`src/rtl/alu_pkg.sv`:
```
// Shared types for the ALU result path: flag layout and the buffered entry format.
package alu_pkg;

  // Bit positions of each flag inside a packed flag vector (zero is the LSB).
  localparam int FLAG_ZERO     = 0;
  localparam int FLAG_CARRY    = 1;
  localparam int FLAG_SIGN     = 2;
  localparam int FLAG_PARITY   = 3;
  localparam int FLAG_OVERFLOW = 4;
  localparam int FLAG_W        = 5;

  // Default ALU widths for users that do not override them.
  localparam int ALU_WIDTH = 8;
  localparam int ALU_SEL_W = 3;

  // Declaration order puts zero at bit 0, matching the FLAG_* indices.
  typedef struct packed {
    logic overflow;
    logic parity;
    logic sign;
    logic carry;
    logic zero;
  } alu_flags_t;

  // One captured ALU result at the default widths.
  typedef struct packed {
    logic [ALU_SEL_W-1:0] select;
    logic [ALU_WIDTH-1:0] data;
    alu_flags_t           flags;
  } alu_entry_t;

endpackage

```
`src/rtl/alu_sync_fifo.sv`:
```
// Generic valid/ready FIFO with a registered head entry and occupancy output.
// An entry written in cycle N is presented in cycle N+1; there is no bypass,
// and a full FIFO refuses writes even while it is being read.
module alu_sync_fifo #(
  parameter int ENTRY_W = 16,
  parameter int DEPTH   = 4,
  localparam int LVL_W  = $clog2(DEPTH + 1),
  localparam int PTR_W  = (DEPTH > 1) ? $clog2(DEPTH) : 1
) (
  input  logic               clk,
  input  logic               rst_n,
  input  logic               in_valid,
  output logic               in_ready,
  input  logic [ENTRY_W-1:0] in_data,
  output logic               out_valid,
  input  logic               out_ready,
  output logic [ENTRY_W-1:0] out_data,
  output logic [LVL_W-1:0]   level
);

  logic [ENTRY_W-1:0] mem_reg [DEPTH];
  logic [PTR_W-1:0]   wr_ptr_reg, rd_ptr_reg, rd_ptr_next;
  logic [LVL_W-1:0]   level_reg, level_next;
  logic [ENTRY_W-1:0] head_reg, head_next;
  logic               out_valid_reg;
  logic               push, pop, drained;

  assign in_ready  = (level_reg != LVL_W'(DEPTH));
  assign push      = in_valid && in_ready;
  assign pop       = out_valid_reg && out_ready;
  assign out_valid = out_valid_reg;
  assign out_data  = head_reg;
  assign level     = level_reg;

  // Next occupancy, read pointer and head entry. When the stored entries run
  // out this cycle, the head can only come from the entry being written now.
  always_comb begin
    rd_ptr_next = rd_ptr_reg + PTR_W'(pop);
    level_next  = level_reg;
    if (push && !pop) begin
      level_next = level_reg + LVL_W'(1);
    end else if (pop && !push) begin
      level_next = level_reg - LVL_W'(1);
    end
    drained   = (level_reg == '0) || (pop && level_reg == LVL_W'(1));
    head_next = head_reg;
    if (drained) begin
      if (push) begin
        head_next = in_data;
      end
    end else begin
      head_next = mem_reg[rd_ptr_next];
    end
  end

  // Entry storage; contents are meaningless until written, so no reset.
  always_ff @(posedge clk) begin
    if (push) begin
      mem_reg[wr_ptr_reg] <= in_data;
    end
  end

  // Pointers, occupancy and the registered head presented to the consumer.
  always_ff @(posedge clk or negedge rst_n) begin
    if (!rst_n) begin
      wr_ptr_reg    <= '0;
      rd_ptr_reg    <= '0;
      level_reg     <= '0;
      out_valid_reg <= 1'b0;
      head_reg      <= '0;
    end else begin
      if (push) begin
        wr_ptr_reg <= wr_ptr_reg + PTR_W'(1);
      end
      rd_ptr_reg    <= rd_ptr_next;
      level_reg     <= level_next;
      out_valid_reg <= (level_next != '0);
      head_reg      <= head_next;
    end
  end

endmodule

```
`src/rtl/alu_result_buffer.sv`:
```
// Buffers ALU results (data, opcode tag, flags) for an in-order consumer and
// keeps sticky carry/overflow bits plus a saturating accepted-result count.
module alu_result_buffer
  import alu_pkg::*;
#(
  parameter int WIDTH  = 8,
  parameter int SEL_W  = 3,
  parameter int DEPTH  = 4,
  parameter int CNT_W  = 16,
  localparam int LVL_W = $clog2(DEPTH + 1)
) (
  input  logic             clk,
  input  logic             rst_n,
  input  logic             in_valid,
  output logic             in_ready,
  input  logic [SEL_W-1:0] in_select,
  input  logic [WIDTH-1:0] in_out,
  input  logic             in_zero,
  input  logic             in_carry,
  input  logic             in_sign,
  input  logic             in_parity,
  input  logic             in_overflow,
  output logic             out_valid,
  input  logic             out_ready,
  output logic [WIDTH-1:0] out_data,
  output logic [SEL_W-1:0] out_select,
  output logic [4:0]       out_flags,
  output logic [LVL_W-1:0] level,
  output logic             sticky_carry,
  output logic             sticky_overflow,
  input  logic             clear_sticky,
  output logic [CNT_W-1:0] result_count
);

  // Same layout as alu_entry_t, but sized by this instance's parameters.
  typedef struct packed {
    logic [SEL_W-1:0] select;
    logic [WIDTH-1:0] data;
    alu_flags_t       flags;
  } entry_t;

  localparam int ENTRY_W = $bits(entry_t);

  logic [FLAG_W-1:0] in_flag_vec;
  entry_t            wr_entry, rd_entry;
  logic              push;
  logic              sticky_carry_reg, sticky_overflow_reg;
  logic [CNT_W-1:0]  count_reg;

  // Pack the incoming ALU result into one FIFO entry.
  always_comb begin
    in_flag_vec                = '0;
    in_flag_vec[FLAG_ZERO]     = in_zero;
    in_flag_vec[FLAG_CARRY]    = in_carry;
    in_flag_vec[FLAG_SIGN]     = in_sign;
    in_flag_vec[FLAG_PARITY]   = in_parity;
    in_flag_vec[FLAG_OVERFLOW] = in_overflow;
    wr_entry.select            = in_select;
    wr_entry.data              = in_out;
    wr_entry.flags             = alu_flags_t'(in_flag_vec);
  end

  alu_sync_fifo #(
    .ENTRY_W (ENTRY_W),
    .DEPTH   (DEPTH)
  ) u_fifo (
    .clk       (clk),
    .rst_n     (rst_n),
    .in_valid  (in_valid),
    .in_ready  (in_ready),
    .in_data   (wr_entry),
    .out_valid (out_valid),
    .out_ready (out_ready),
    .out_data  (rd_entry),
    .level     (level)
  );

  assign push            = in_valid && in_ready;
  assign out_data        = rd_entry.data;
  assign out_select      = rd_entry.select;
  assign out_flags       = rd_entry.flags;
  assign sticky_carry    = sticky_carry_reg;
  assign sticky_overflow = sticky_overflow_reg;
  assign result_count    = count_reg;

  // Sticky flags: a flagged push wins over a same-cycle clear.
  always_ff @(posedge clk or negedge rst_n) begin
    if (!rst_n) begin
      sticky_carry_reg    <= 1'b0;
      sticky_overflow_reg <= 1'b0;
    end else begin
      sticky_carry_reg    <= (sticky_carry_reg && !clear_sticky) ||
                             (push && wr_entry.flags.carry);
      sticky_overflow_reg <= (sticky_overflow_reg && !clear_sticky) ||
                             (push && wr_entry.flags.overflow);
    end
  end

  // Accepted-result counter, holding at all-ones.
  always_ff @(posedge clk or negedge rst_n) begin
    if (!rst_n) begin
      count_reg <= '0;
    end else if (push && (count_reg != '1)) begin
      count_reg <= count_reg + CNT_W'(1);
    end
  end

endmodule

```
`config.mk`:
```
export PLATFORM = sky130hd
export DESIGN_NAME = alu_result_buffer
export DESIGN_NICKNAME = d
export VERILOG_FILES = /design/src/rtl/alu_pkg.sv /design/src/rtl/alu_sync_fifo.sv /design/src/rtl/alu_result_buffer.sv
export SDC_FILE = /design/constraint.sdc
export NUM_CORES = 1
export LEC_CHECK = 0
export CORE_MARGIN = 2
export CORE_UTILIZATION = 30
export CTS_CLUSTER_DIAMETER = 100
export DETAILED_ROUTE_END_ITERATION = 16
export GPL_ROUTABILITY_DRIVEN = 0
export PLACE_DENSITY = 0.57
export SYNTH_ARGS = -nofsm -noshare
export SYNTH_HDL_FRONTEND = slang
export SYNTH_HIERARCHICAL = 1
export SYNTH_SLANG_ARGS = --single-unit
```
`constraint.sdc`:
```
create_clock -name clk -period 6.02 [get_ports clk]
set_input_delay 0.602 -clock clk [delete_from_list [all_inputs] [get_ports clk]]
set_output_delay 0.602 -clock clk [all_outputs]
set_load 0.05 [all_outputs]
```
* Yosys cells after proc, flatten, opt, wreduce, memory -nomap -nowiden
Memory sizes are Yosys's and may differ from the RTL's. Cells that the tools add are included.
Word-level totals: register bits 42, bits in writable memories 64, input bits 21, output and inout bits 39, logic and storage cells 42, memories 1
Memories:
- u_fifo.mem_reg | depth 4, width 16, read ports 1, clocked after memory_dff 0, wr ports 1, line alu_sync_fifo.sv:21 | logic [ENTRY_W-1:0] mem_reg [DEPTH];
Operators by class: add/sub/neg operators 5, equal/unequal tests 4, multiplexer cells 6, reduce and logical (&&, ||, !) cells 18
Operators with widths (count):
- $mux W16 | 2
- $add A16 B1 Y16 const B | 1
- $ne A16 B16 Y1 const B | 1
- $logic_and A1 B1 Y1 | 10
- $mux W3 | 2
- $add A3 B1 Y3 const B | 1
- $eq A3 B1 Y1 const B | 1
- $logic_not A1 Y1 | 3
- $logic_not A3 Y1 | 1
- $logic_or A1 B1 Y1 | 3
- $ne A3 B3 Y1 const B | 1
- $reduce_bool A3 Y1 | 1
- $sub A3 B1 Y3 const B | 1
- $add A2 B1 Y2 | 1
- $add A2 B1 Y2 const B | 1
- $mux W1 | 2
- $ne A2 B2 Y1 const B | 1

* Depth between registers and ports, before layout
Gate-level depths: netlist (run 1).
depth after elaboration 7, mapped depth 8

* Hierarchy
The synthesis (run 1) kept the hierarchy.
Modules (own cells, without submodules):
- alu_sync_fifo | times used 1, cells an instance 227, area each 3784.9 sq um, seq. area each 2522.4 sq um
- alu_result_buffer | times used 1, cells an instance 85, area each 924.6 sq um, seq. area each 450.4 sq um

* Least setup slack after synthesis (run 1)
OpenSTA, ideal clock, no wires.
path kind register to register, start register u_fifo.level_reg[0] (netlist: u_fifo/level[0]), end register count_reg[12] (netlist: result_count[12]), setup time 0.125 ns, arrival 2.447 ns, required time 5.895 ns, path slack 3.448 ns, cell stages (with the launch flop) 8, period minus slack after synthesis 2.572 ns, path through dfrtp_1 inv_1 ha_1 nand2_1 nand2_1 clkbuf_1 nor3_1 mux2_2
Between the ends: longest elaborated chain between the ends 3
RTL lines:
- start: declaration | line alu_sync_fifo.sv:23 | logic [LVL_W-1:0] level_reg, level_next;
- start signal: assignment | line alu_sync_fifo.sv:76 | level_reg <= level_next;
- $ne A3 B3 Y1 | line alu_sync_fifo.sv:28 | assign in_ready = (level_reg != LVL_W'(DEPTH));
- named net in_ready | line alu_result_buffer.sv:15 | output logic in_ready,
- $logic_and A1 B1 Y1 | line alu_result_buffer.sv:78 | assign push = in_valid && in_ready;
- $logic_and A1 B1 Y1 | line alu_result_buffer.sv:103 | end else if (push && (count_reg != '1)) begin
- end signal: assignment | line alu_result_buffer.sv:104 | count_reg <= count_reg + CNT_W'(1);
- end: declaration | line alu_result_buffer.sv:48 | logic [CNT_W-1:0] count_reg;
The timed path passes the listed nets, and every way through them passes these cells. A chain may end at the register's enable or synchronous reset.

* Final worst setup path (run 1)
start input port in_valid, end memory u_fifo.mem_reg[2][0] (enable)
Between the ends: longest elaborated chain between the ends 3
RTL lines:
- start: declaration | line alu_result_buffer.sv:14 | input logic in_valid,
- $logic_and A1 B1 Y1 | line alu_sync_fifo.sv:29 | assign push = in_valid && in_ready;
- $mux W1 | line alu_sync_fifo.sv:58 | if (push) begin
- $mux W1 (implied by the code) | line alu_sync_fifo.sv:59 | mem_reg[wr_ptr_reg] <= in_data;
- end: declaration | line alu_sync_fifo.sv:21
No other way between the ends.

==> metrics.txt, run 1 <==
initial antenna violation count 0; Critical Path RT around 6.0 ns; cts hold-fix bufs 0; relative slew slack a little under two fifths; CTS H-tree depth 3; CTS root buf clkbuf_16; via count between 2000 and 3000; Worst Max-Slew Pin Slew 0.944 ns; Post-Synthesis Cells 312; Avg Inst Size Synth 15.1 sq um; routed len/inst 16.8 um; synth warn 6; I/O Pins 60; clk sink count roughly 110; minimum clock period 3.05 ns; first-pass GRT wire length ~16 mm; Core ar. between 0.015 and 0.02 sq mm; Die H 129 um; CTS tree yes; CTS-repair resized insts 0; Post-DRT Antenna Nets 0; Worst Skew 0.00551 ns; die area about 0.017 sq mm; Post-Route WL 9.92 mm; sequential area share after synthesis between 60% and 70%; GRT Util Overall 12.5%; Setup WS post-layout 2.97 ns; Rows 45; largest net degree at the start of global routing between 40 and 50; Nets 404; VDD IR max approximately 270 uV; clock-pin slew on the worst setup and hold paths 0.07 ns; number of max-cap violations 0; Setup Fix Bufs, Post-CTS 0; TritonCTS buffer count 9; Netlist Area Pre-Place 0.00471 sq mm; Distinct cells, synth 46; layout cells sized above 1 14.0%; TNS Setup 0 ns; Hold WC Path Type in -> async; unrepaired setup endpoints after global routing false; Fin. Hold Viols 0; drt drc 0; crit-path max FO 37; # setup viols final 0; vias per std cell about 4.7; Post-DP HPWL roughly 6 mm; Seq cells post-synth 106; Longest Clk Path Bufs 2; crit share post-route 50.7%; Layout area overhead 23.6%; global route overflow 0; Peak Freq roughly 330 MHz; Pleak ~2.1 nW; fin. max-slew vios 0; max FFs per register 64; port bufs 59; startpoint types input pin; status finished, final reports clean; Critical Path Sink Type flop; drt first pass iters 4; DP Area 0.00550 sq mm; antenna fix cells 0; Die Wd around 130 um; data arrival time of the critical path 3.01 ns; PwrDens 552 mW/mm^2; initial drt markers 179; Setup WS pre-CTS 2.59 ns; commonest non-fill, non-tap cells in the layout 64 x edfxtp_1, 58 x clkdlybuf4s50_1, 42 x dfrtp_1, 33 x mux2i_1; critical path type in -> reg; most common cell after layout, fill and taps aside edfxtp_1; hold_ws 0.358 ns; Syn Nets about 340; Clock Latency Late Sink 0.34 ns; vias in the first global route 2935; initial core utilization 30.9%; post-route cell area just under 0.006 sq mm
## cells in the mapped netlist (all sizes together)
library cell,number,area (sq um)
a2111oi,16,140
a21boi,2,15.0
a21oi,2,10.0
a221oi,16,240
a31o,1,8.76
a31oi,1,21.3
and2,4,25.0
and3,3,20.0
and4,1,8.76
buf,8,81.3
clkbuf,6,22.5
dfrtp,42,1050
edfxtp,64,1920
ha,10,125
inv,9,33.8
mux2,4,48.8
mux2i,33,330
nand2,10,37.5
nand2b,2,12.5
nand3,7,40.0
nand3b,1,7.51
nand4,7,58.8
nor2,7,31.3
nor2b,17,106
nor3,6,30.0
nor3b,2,15.0
nor4,5,46.3
nor4b,2,17.5
o21ai,7,35.0
or3,2,17.5
xnor2,5,43.8
xor2,10,106
## cell type report
type	count	area, sq um
fillers	1460	9440
flip-flops and latches	106	2970
multi-input cells	183	1600
repair buffers	64	623
well taps	211	264
clock buffers	9	225
clock inverters	7	98.8
inverters	9	33.8
## worst max-delay path, stage by stage
cell	delay, ns
clkdlybuf4s50_1	0.46
buf_4	0.36
a21boi_1	0.72
and2_1	0.86
## logic make-up (layout without fill, tap and decap cells)
kind of cell	count (synthesis)	after routing	synth area share, %
buffers and inverters	23	89	2.92
adders and majority gates	10	10	2.66
DFF	106	106	63.1
muxes	37	37	8.05
xor gates and xnor gates	15	15	3.19
and+or+nand+nor	76	76	10.1
AOI/OAI and AO/OA	45	45	9.99
## routing by layer
layer	up-vias	wire, um	global-route usage [%]
met2	57	4750	20.5
met4	0	79	3.07
met5	-	0	0
li1	1318	-	-
met3	7	404	3.18
met1	1362	4680	16.6
## per-stage QoR
step	util, %	total power, mW	cells
after CTS	38.1	3.25	589
after global placement	36.0	2.59	573
final	38.1	3.21	589
after global routing	38.1	3.38	589
after floorplan	-	2.22	312
after detailed placement	36.0	2.60	573
## worst paths after layout
| check | start | cells after the start | to | slack, ns |
|---|---|---|---|---|
| worst max-delay path | in_valid | 4 | u_fifo/mem_reg[2][0]$_DFFE_PP_ | 2.97 |
| worst min-delay path | rst_n | 2 | result_count[14]$_DFFE_PN0P_ | 0.36 |
| worst max register to register | u_fifo/level[0]$_DFF_PN0_ | 4 | u_fifo/mem_reg[2][0]$_DFFE_PP_ | 3.25 |
| worst min register to register | sticky_carry$_DFF_PN0_ | 2 | sticky_carry$_DFF_PN0_ | 0.53 |
| max in group asynchronous | rst_n | 2 | u_fifo/out_data[0]$_DFFE_PN0P_ | 5.25 |
| min in group clk | sticky_carry$_DFF_PN0_ | 2 | sticky_carry$_DFF_PN0_ | 0.53 |
## where the power goes
| part | internal, mW | total (mW) | switching (mW) |
|---|---|---|---|
| sequential | 0.983 | 1.12 | 0.136 |
| clock | 0.369 | 0.636 | 0.267 |
| combinational | 0.546 | 1.46 | 0.910 |
Note: power is estimated with default switching activity, not from simulation.
==> inputs of run 2 (changes only) <==
==> constraint.sdc (replaced) <==
create_clock -name clk -period 3.03 [get_ports clk]
set_input_delay 0.303 -clock clk [delete_from_list [all_inputs] [get_ports clk]]
set_output_delay 0.303 -clock clk [all_outputs]
set_load 0.05 [all_outputs]
==> run 2 against run 1 <==
  * Combinational power rose by 110%
  * Critical endpoint is now in_ready
  * Worst setup slack got worse by 2.5 ns
  * Utilization up 0.25 points
  * Highest routed layer unchanged
  * Global-route usage rose by 0.25 points
  * Wire length up 1.1%
  * Clock skew is 0.0015 ns higher
  * Non-clock buffer count grew 6
  * First-iteration DRC count decreased by 18%
  * Via count rose by 2.3%
  * Clock power rose by 82%
  * Sequential power increased by 95%
==> metrics.txt, run 2 (synthesis gave the netlist of run 1 again) <==
Post-Layout Cell Count 595 (+1.0%); utilization after layout 38.4% (+0.25 points); startpoint types flop; routed len/inst 16.8 um (about the same); Rows 45 (unchanged); Top Usage Layer GRT met2; relative slew slack 30.3% (-6.8 points); layout cells sized above 1 14.8% (+0.82 points); clk sink count 106 (unchanged); data arrival time of the critical path 2.24 ns (-0.77 ns); CTS root buf clkbuf_16; PwrDens 1080 mW/mm^2 (+96%); critical path type reg -> out; initial drt markers 147 (-18%); CP top delay family buffers and inverters; crit share post-route 83.9%; slowest cell on the critical path clkdlybuf4s50_1; drt drc 0 (unchanged); crit path cell chain inv_1 -> ha_1 -> nand2_1 -> clkdlybuf4s50_1; CTS H-tree depth 3 (unchanged); Critical Path Sink Type primary output; TritonCTS buffer count 9 (unchanged); hold_ws 0.147 ns (-0.211 ns); M1 GR Usage 17.0% (+0.40 points); Clock Latency Late Sink 0.34 ns (about the same); met3 Resource Use GR 2.48% (-0.70 points); CTS tree yes; Worst Skew 0.00704 ns (+0.00153 ns); Pleak 2.17 nW (+1.4%); Layout area overhead 24.4%; Peak Freq between 300 and 400 MHz; CTS-repair resized insts 0 (unchanged); number of max-cap violations 0 (unchanged); Nets 410 (+1.5%); Worst Max-Slew Pin Slew 1.05 ns (+0.102 ns); # setup viols final 0 (unchanged); unrepaired setup endpoints after global routing false; max FFs per register 64 (unchanged); Critical Path RT 2.73 ns (-3.25 ns); antenna fix cells 0 (unchanged); first-pass GRT wire length 16.0 mm (+1.6%); GRT met2 Usage 20.2% (-0.34 points); clock-pin slew on the worst setup and hold paths 0.07 ns (about the same); largest net degree at the start of global routing 43 (unchanged); Die H 129 um (unchanged); TNS Setup 0 ns (unchanged); GRT Util Overall 12.7% (+0.25 points); Post-DP HPWL 6.17 mm (+2.4%); drt first pass iters 4 (unchanged); Fin. Hold Viols 0 (unchanged); global route overflow 0 (unchanged); Crit path buffers/inverters 2 (unchanged); VDD IR max 627 uV (+130%); Post-Route WL 10.0 mm (+1.1%); Core ar. 0.0153 sq mm (unchanged); post-route cell area 0.00586 sq mm (+0.65%); I/O Pins 60 (unchanged); port bufs 59 (unchanged); minimum clock period roughly 2.5 ns; Post-DRT Antenna Nets 0 (unchanged); # placed instances 579 (+1.0%); Hold WC Path Type in -> async; cts hold-fix bufs 0 (unchanged); DP Area 0.00555 sq mm (+1.0%); Longest Clk Path Bufs 2 (unchanged); CP max stage delay 0.85 ns (about the same); commonest non-fill, non-tap cells in the layout 64 x edfxtp_1, 58 x clkdlybuf4s50_1, 42 x dfrtp_1, 33 x mux2i_1; most common cell after layout, fill and taps aside edfxtp_1; initial antenna violation count 0 (unchanged); via count 2808 (+2.3%); vias in the first global route 2947 (+0.41%); die area 0.0167 sq mm (unchanged); crit-path max FO 5 (-86%); Setup Fix Bufs, Post-CTS 0 (unchanged); initial core utilization 30.9% (unchanged); status finished, final reports clean; vias per std cell 4.72 (+1.3%); fin. max-slew vios 0 (unchanged); Die Wd 129 um (unchanged)
## run 2: path summary, 6_finish.rpt
path	depth (start not counted)	startpoint	end	slack, ns
max in group asynchronous	1	rst_n	u_fifo/out_valid$_DFF_PN0_	2.23
min in group clk	1	result_count[15]$_DFFE_PN0P_	result_count[15]$_DFFE_PN0P_	0.53
hold / removal	1	rst_n	result_count[9]$_DFFE_PN0P_	0.15
hold reg to reg	1	result_count[15]$_DFFE_PN0P_	result_count[15]$_DFFE_PN0P_	0.53
setup / recovery	4	u_fifo/level[0]$_DFF_PN0_	in_ready	0.49
setup reg to reg	7	u_fifo/level[0]$_DFF_PN0_	u_fifo/out_data[8]$_DFFE_PN0P_	0.78
## run 2: final cells by class
class,instances,area (sq um)
Sequential cell,106,2970
Timing Repair Buffer,70,681
Clock buffer,15,299
Fill cell,1429,9400
Tap cell,211,264
Multi-Input combinational cell,183,1600
Inverter,9,33.8
Clock inverter,1,5.00
## run 2: per-stage QoR
stage	setup slack (ns)	total power, mW
6_report	0.487	6.34
2_1_floorplan	0.458	4.41
5_1_grt	0.388	6.70
4_1_cts	0.470	6.43
3_5_place_dp	0.658	5.25
3_3_place_gp	0.720	5.21
## run 2: per-layer routing
layer	routed length, um	up-vias
met3	427	9
met4	141	0
li1	-	1335
met5	0	-
met2	4790	58
met1	4660	1406
## run 2: worst reg2reg max path: stages (launching register included)
cell	delay, ns
dfrtp_1	0.42
inv_1	0.14
ha_1	0.29
a31oi_4	0.51
nor2_1	0.15
nor2b_2	0.14
buf_4	0.34
a221oi_2	0.12
## run 2: power breakdown
part	internal [mW]	leakage, nW	switching, mW
clock	0.674	0.151	0.483
combinational	1.14	0.934	1.86
sequential	1.95	1.09	0.229
